[config.mk]
export PLATFORM = sky130hd
export DESIGN_NAME = reaction_timer_fsm
export DESIGN_NICKNAME = d
export VERILOG_FILES = /design/src/rtl/reaction_timer_fsm.sv
export SDC_FILE = /design/constraint.sdc
export NUM_CORES = 1
export LEC_CHECK = 0
export ABC_AREA = 1
export CORE_MARGIN = 2
export CORE_UTILIZATION = 50
export CTS_CLUSTER_SIZE = 25
export DETAILED_ROUTE_END_ITERATION = 8
export PLACE_DENSITY = 0.75
export SYNTH_ARGS = -nofsm -noshare
export SYNTH_HDL_FRONTEND = slang
export SYNTH_SLANG_ARGS = --single-unit
[constraint.sdc]
create_clock -name clk -period 2.65 [get_ports clk]
set_input_delay 0.265 -clock clk [delete_from_list [all_inputs] [get_ports clk]]
set_output_delay 0.265 -clock clk [all_outputs]
set_load 0.05 [all_outputs]
[src/rtl/reaction_timer_fsm.sv]
// Reaction-time game controller: random wait, stimulus LED, BCD response timing,
// best-time tracking, foul and timeout detection.
module reaction_timer_fsm #(
   parameter int          MIN_DELAY = 1000,
   parameter logic [15:0] MAX_BCD   = 16'h9999
) (
   input  logic        clk,
   input  logic        reset_n,
   input  logic        tick_1ms,
   input  logic        start,
   input  logic        react,
   input  logic [11:0] lfsr_delay,
   output logic        stim_led,
   output logic [15:0] time_bcd,
   output logic [15:0] best_bcd,
   output logic        busy,
   output logic        foul,
   output logic        timeout,
   output logic        new_best
);

   typedef enum logic [2:0] {
      IDLE  = 3'd0,
      WAIT  = 3'd1,
      ARMED = 3'd2,
      DONE  = 3'd3,
      FOUL  = 3'd4
   } state_t;

   state_t      state, state_nxt;
   logic [12:0] wait_cnt, wait_nxt;
   logic [15:0] time_q, time_nxt;
   logic [15:0] best_q, best_nxt;
   logic        to_q, to_nxt;
   logic        nb_q, nb_nxt;

   // Ripple-carry increment over four BCD digits; 9 wraps to 0 and carries.
   function automatic logic [15:0] bcd_inc(input logic [15:0] v);
      logic [15:0] r;
      logic        c;
      r = v;
      c = 1'b1;
      for (int i = 0; i < 4; i++) begin
         if (c) begin
            if (r[4*i +: 4] == 4'd9) begin
               r[4*i +: 4] = 4'd0;
            end else begin
               r[4*i +: 4] = r[4*i +: 4] + 4'd1;
               c           = 1'b0;
            end
         end
      end
      return r;
   endfunction

   always_ff @(posedge clk or negedge reset_n) begin
      if (!reset_n) begin
         state    <= IDLE;
         wait_cnt <= 13'd0;
         time_q   <= 16'h0000;
         best_q   <= 16'h9999;
         to_q     <= 1'b0;
         nb_q     <= 1'b0;
      end else begin
         state    <= state_nxt;
         wait_cnt <= wait_nxt;
         time_q   <= time_nxt;
         best_q   <= best_nxt;
         to_q     <= to_nxt;
         nb_q     <= nb_nxt;
      end
   end

   always_comb begin
      state_nxt = state;
      wait_nxt  = wait_cnt;
      time_nxt  = time_q;
      best_nxt  = best_q;
      to_nxt    = to_q;
      nb_nxt    = 1'b0;
      case (state)
         IDLE, DONE, FOUL: begin
            if (start) begin
               state_nxt = WAIT;
               wait_nxt  = {1'b0, lfsr_delay} + 13'(MIN_DELAY);
               time_nxt  = 16'h0000;
               to_nxt    = 1'b0;
            end
         end
         WAIT: begin
            // A press before the LED lights is a foul, even on the expiry tick.
            if (react) begin
               state_nxt = FOUL;
               time_nxt  = 16'h0000;
            end else if (tick_1ms) begin
               if (wait_cnt == 13'd1) state_nxt = ARMED;
               else                   wait_nxt  = wait_cnt - 13'd1;
            end
         end
         ARMED: begin
            if (react) begin
               state_nxt = DONE;
               if (time_q < best_q) begin
                  best_nxt = time_q;
                  nb_nxt   = 1'b1;
               end
            end else if (tick_1ms) begin
               if (time_q == MAX_BCD) begin
                  state_nxt = DONE;
                  to_nxt    = 1'b1;
               end else begin
                  time_nxt = bcd_inc(time_q);
               end
            end
         end
         default: state_nxt = IDLE;
      endcase
   end

   assign stim_led = (state == ARMED);
   assign busy     = (state == WAIT) || (state == ARMED);
   assign foul     = (state == FOUL);
   assign timeout  = (state == DONE) && to_q;
   assign time_bcd = time_q;
   assign best_bcd = best_q;
   assign new_best = nb_q;

endmodule

==> impl_metrics.env <==
export IMPL_grt_max_degree=33
export IMPL_routabilityCongestion=0.8089
export IMPL_seq_area_um2=1261
export IMPL_finalCritPeriodShare_pct=83.32
export IMPL_fin_tns_setup_ns=0
export IMPL_dpl_hpwl_mm=5.918
export IMPL_slowest_stage="dfrtp_1"
export IMPL_required_ns=2.86
export IMPL_syn_nets=531
export IMPL_fin_nets=587
export IMPL_drt_first_pass_iters=4
export IMPL_whs_ns=0.4304
export IMPL_rsz0062_at_grt="false"
export IMPL_ys_seq_elements=50
export IMPL_rows=30
export IMPL_switching_share_pct=51.78
export IMPL_synthArstFlopShare_pct=100.0
export IMPL_grt_pass1_vias=3141
export IMPL_cts_sinks=50
export IMPL_p_sw_uw=1932
export IMPL_setup_viol=0
export IMPL_vias_per_cell=5.105
export IMPL_antenna_found_initial=0
export IMPL_drc_errors=0
export IMPL_cp_arrival_ns=2.41
export IMPL_hold_class="in2async"
export IMPL_outcome="complete, no violations"
export IMPL_vdd_ir_drop_worst_v=0.0004045
export IMPL_p_leak_uw=0.002118
export IMPL_relSlewSlack_pct=64.57
export IMPL_multiInputGateArea_um2=1957
export IMPL_post_cts_resize_count=0
export IMPL_slowest_delay_ns=0.47
export IMPL_grt_use_total_pct=22.45
export IMPL_yosysMostFrequentCell="nand2_1"
export IMPL_period_minus_slack_ns=2.208
export IMPL_fin_skew_ns=0.01164
export IMPL_yosysTopAreaCellShare_pct=29.98
export IMPL_chipHeight_um=87.74
export IMPL_core_um2=6794
export IMPL_cpMostUsedCell="nand2_1"
export IMPL_syn_inst=488
export IMPL_drive_gt1_share_pct=7.890
export IMPL_cp_start_kind="flop"
export IMPL_cts_root_buffer="clkbuf_8"
export IMPL_wl_mm=8.022
export IMPL_wire_per_inst_um=12.51
export IMPL_n_antenna_cell=0
export IMPL_yosysTopAreaCell="dfrtp_1"
export IMPL_powerDensity_nw_per_um2=880.9
export IMPL_comb_power_share_pct=56.0
export IMPL_cap_violations=0
export IMPL_crit_fanout=17
export IMPL_synth_seq_area_share_pct=35.97
export IMPL_gr_total_overflow=0
export IMPL_worst_skew_pair_late_latency_ns=0.31
export IMPL_worst_pin_slew_ns=0.5259
export IMPL_ys_flop_type="dfrtp_1"
export IMPL_synth_common_cells="nand2_1, inv_1, nand3_1"
export IMPL_post_cts_setup_buffers=0
export IMPL_drt_iter0_drc=133
export IMPL_r2r_start="time_bcd[13]"
export IMPL_vias=3272
export IMPL_ant_nets=0
export IMPL_fmax_ghz=0.4529
export IMPL_h_tree_depth=2
export IMPL_cts_buffer_depth=2
export IMPL_place_ws_ns=0.3901
export IMPL_worstReg2RegEnd="best_bcd[6]"
export IMPL_synth_area_um2=3506
export IMPL_p_int_uw=1800
export IMPL_cp_end_kind="flop"
export IMPL_fill_cells=627
export IMPL_grt_pass1_wl_mm=13.99
export IMPL_io_buffers=53
export IMPL_synthTopCellsByArea="dfrtp_1, nand2_1, ha_1, nand3_1, dfstp_2"
export IMPL_layout_setup_ws_ns=0.4420
export IMPL_cts_made_buffers=5
export IMPL_ctsHoldBuffers=1
export IMPL_final_max_slew_viol_count=0
export IMPL_criticalPathCategory="reg2reg"
export IMPL_area_growth_pct=20.84
export IMPL_crit_chain="ha_1 > nand2_1 > inv_1 > o21ai_0 > nand4_4 > nor2_4 > nand2_4 > nand2_1 > nand2_1"
export IMPL_yosysWarningCount=0
export IMPL_pin_count=54
export IMPL_start_util_pct=51.60
export IMPL_hold_viol=0
export IMPL_yosysUniqueCellTypes=32
export IMPL_rrSetupSlack_ns=0.44
export IMPL_synth_edff_count=0
export IMPL_die_area_um2=7697
export IMPL_rr_worst_depth=9
export IMPL_synth_area_per_cell_um2=7.184
export IMPL_clk_pin_slew_ns=0.11
export IMPL_cts_tree="built"
export IMPL_clockPowerShare_pct=12.9
export IMPL_p_seq_share_pct=31.1
export IMPL_die_w_um=87.74
==> flip-flops by register name (all words and copies together), names as in the netlist <==
register and flops:
wait_cnt 13, best_bcd 16, state 3, new_best 1, time_bcd 16, to_q 1
==> power by group through the flow <==
stage / registers (uW) / clock network (uW) / logic (uW)
finish: 1160 / 483 / 2090
global route: 1190 / 519 / 2380
global placement: 1160 / 0 / 2050
detailed placement: 1170 / 0 / 2100
CTS: 1160 / 499 / 2100
floorplan: 1280 / 0 / 1470
==> area by class of cell <==
| type | instances | share of cell area, % |
|---|---|---|
| clock inverters | 3 | 0.6202 |
| well taps | 96 | 2.835 |
| inverters | 58 | 5.198 |
| repair buffers | 59 | 13.76 |
| clock buffers | 5 | 1.624 |
| multi-input cells | 370 | 46.19 |
| flip-flops and latches | 50 | 29.77 |
==> stage by stage <==
stage | util, % | area, um^2 | power, uW | std cells
final | 62.36 | 4237 | 3732 | 641
after global routing | 62.36 | 4237 | 4088 | 641
after CTS | 62.36 | 4237 | 3759 | 641
after detailed placement | 60.81 | 4131 | 3264 | 632
after global placement | 60.81 | 4131 | 3214 | 632
after floorplan | - | 3506 | 2746 | 488
==> placed cells by master, fill, tap and decap left out, drive strengths merged <==
master / instances
a21o: 2
a21oi: 9
buf: 7
clkbuf: 5
clkdlybuf4s50: 51
clkinv: 1
dfrtp: 42
dfstp: 8
dlygate4sd3: 1
ha: 26
inv: 60
mux2i: 1
nand2: 173
nand3: 55
nand3b: 1
nand4: 16
nor2: 36
nor3: 12
o211ai: 2
o21ai: 25
xnor2: 5
xor2: 7
==> routing by layer <==
metal  routed length (um)  GRT usage, %
met5                    0             0
met4                   33         3.916
met3                  221         3.487
met2                 3986         39.19
met1                 3781         29.92
==> worst max-delay path by stage <==
stage / endpoint / slack [ns] / startpoint / depth (start not counted)
floorplan: best_bcd[10] / 0.51 / time_bcd[13] / 10
global placement: best_bcd[2] / 0.47 / time_bcd[13] / 9
detailed placement: best_bcd[6] / 0.39 / time_bcd[13] / 9
CTS: best_bcd[6] / 0.39 / time_bcd[13] / 9
global route: best_bcd[14] / 0.25 / time_bcd[13] / 9
finish: best_bcd[6] / 0.44 / time_bcd[13] / 9
==> cell families (layout without fill, tap and decap cells) <==
| family | count (synthesis) | in the layout | synth area share (%) |
|---|---|---|---|
| simple gates | 293 | 293 | 36.90 |
| xor+xnor | 12 | 12 | 2.998 |
| mux | 1 | 1 | 0.2855 |
| fa+ha+maj | 26 | 26 | 9.279 |
| compound gates | 38 | 38 | 6.353 |
| flops | 50 | 50 | 35.97 |
| buf+inv | 68 | 125 | 8.208 |
==> worst max-delay path, delay by kind of cell, from the launching register on <==
| kind | cells | cell delay [ns] |
|---|---|---|
| buf+inv | 1 | 0.03 |
| simple gates | 6 | 0.91 |
| flops | 1 | 0.47 |
| compound gates | 1 | 0.36 |
| fa+ha+maj | 1 | 0.34 |
Note: power is estimated with default switching activity, not from simulation.
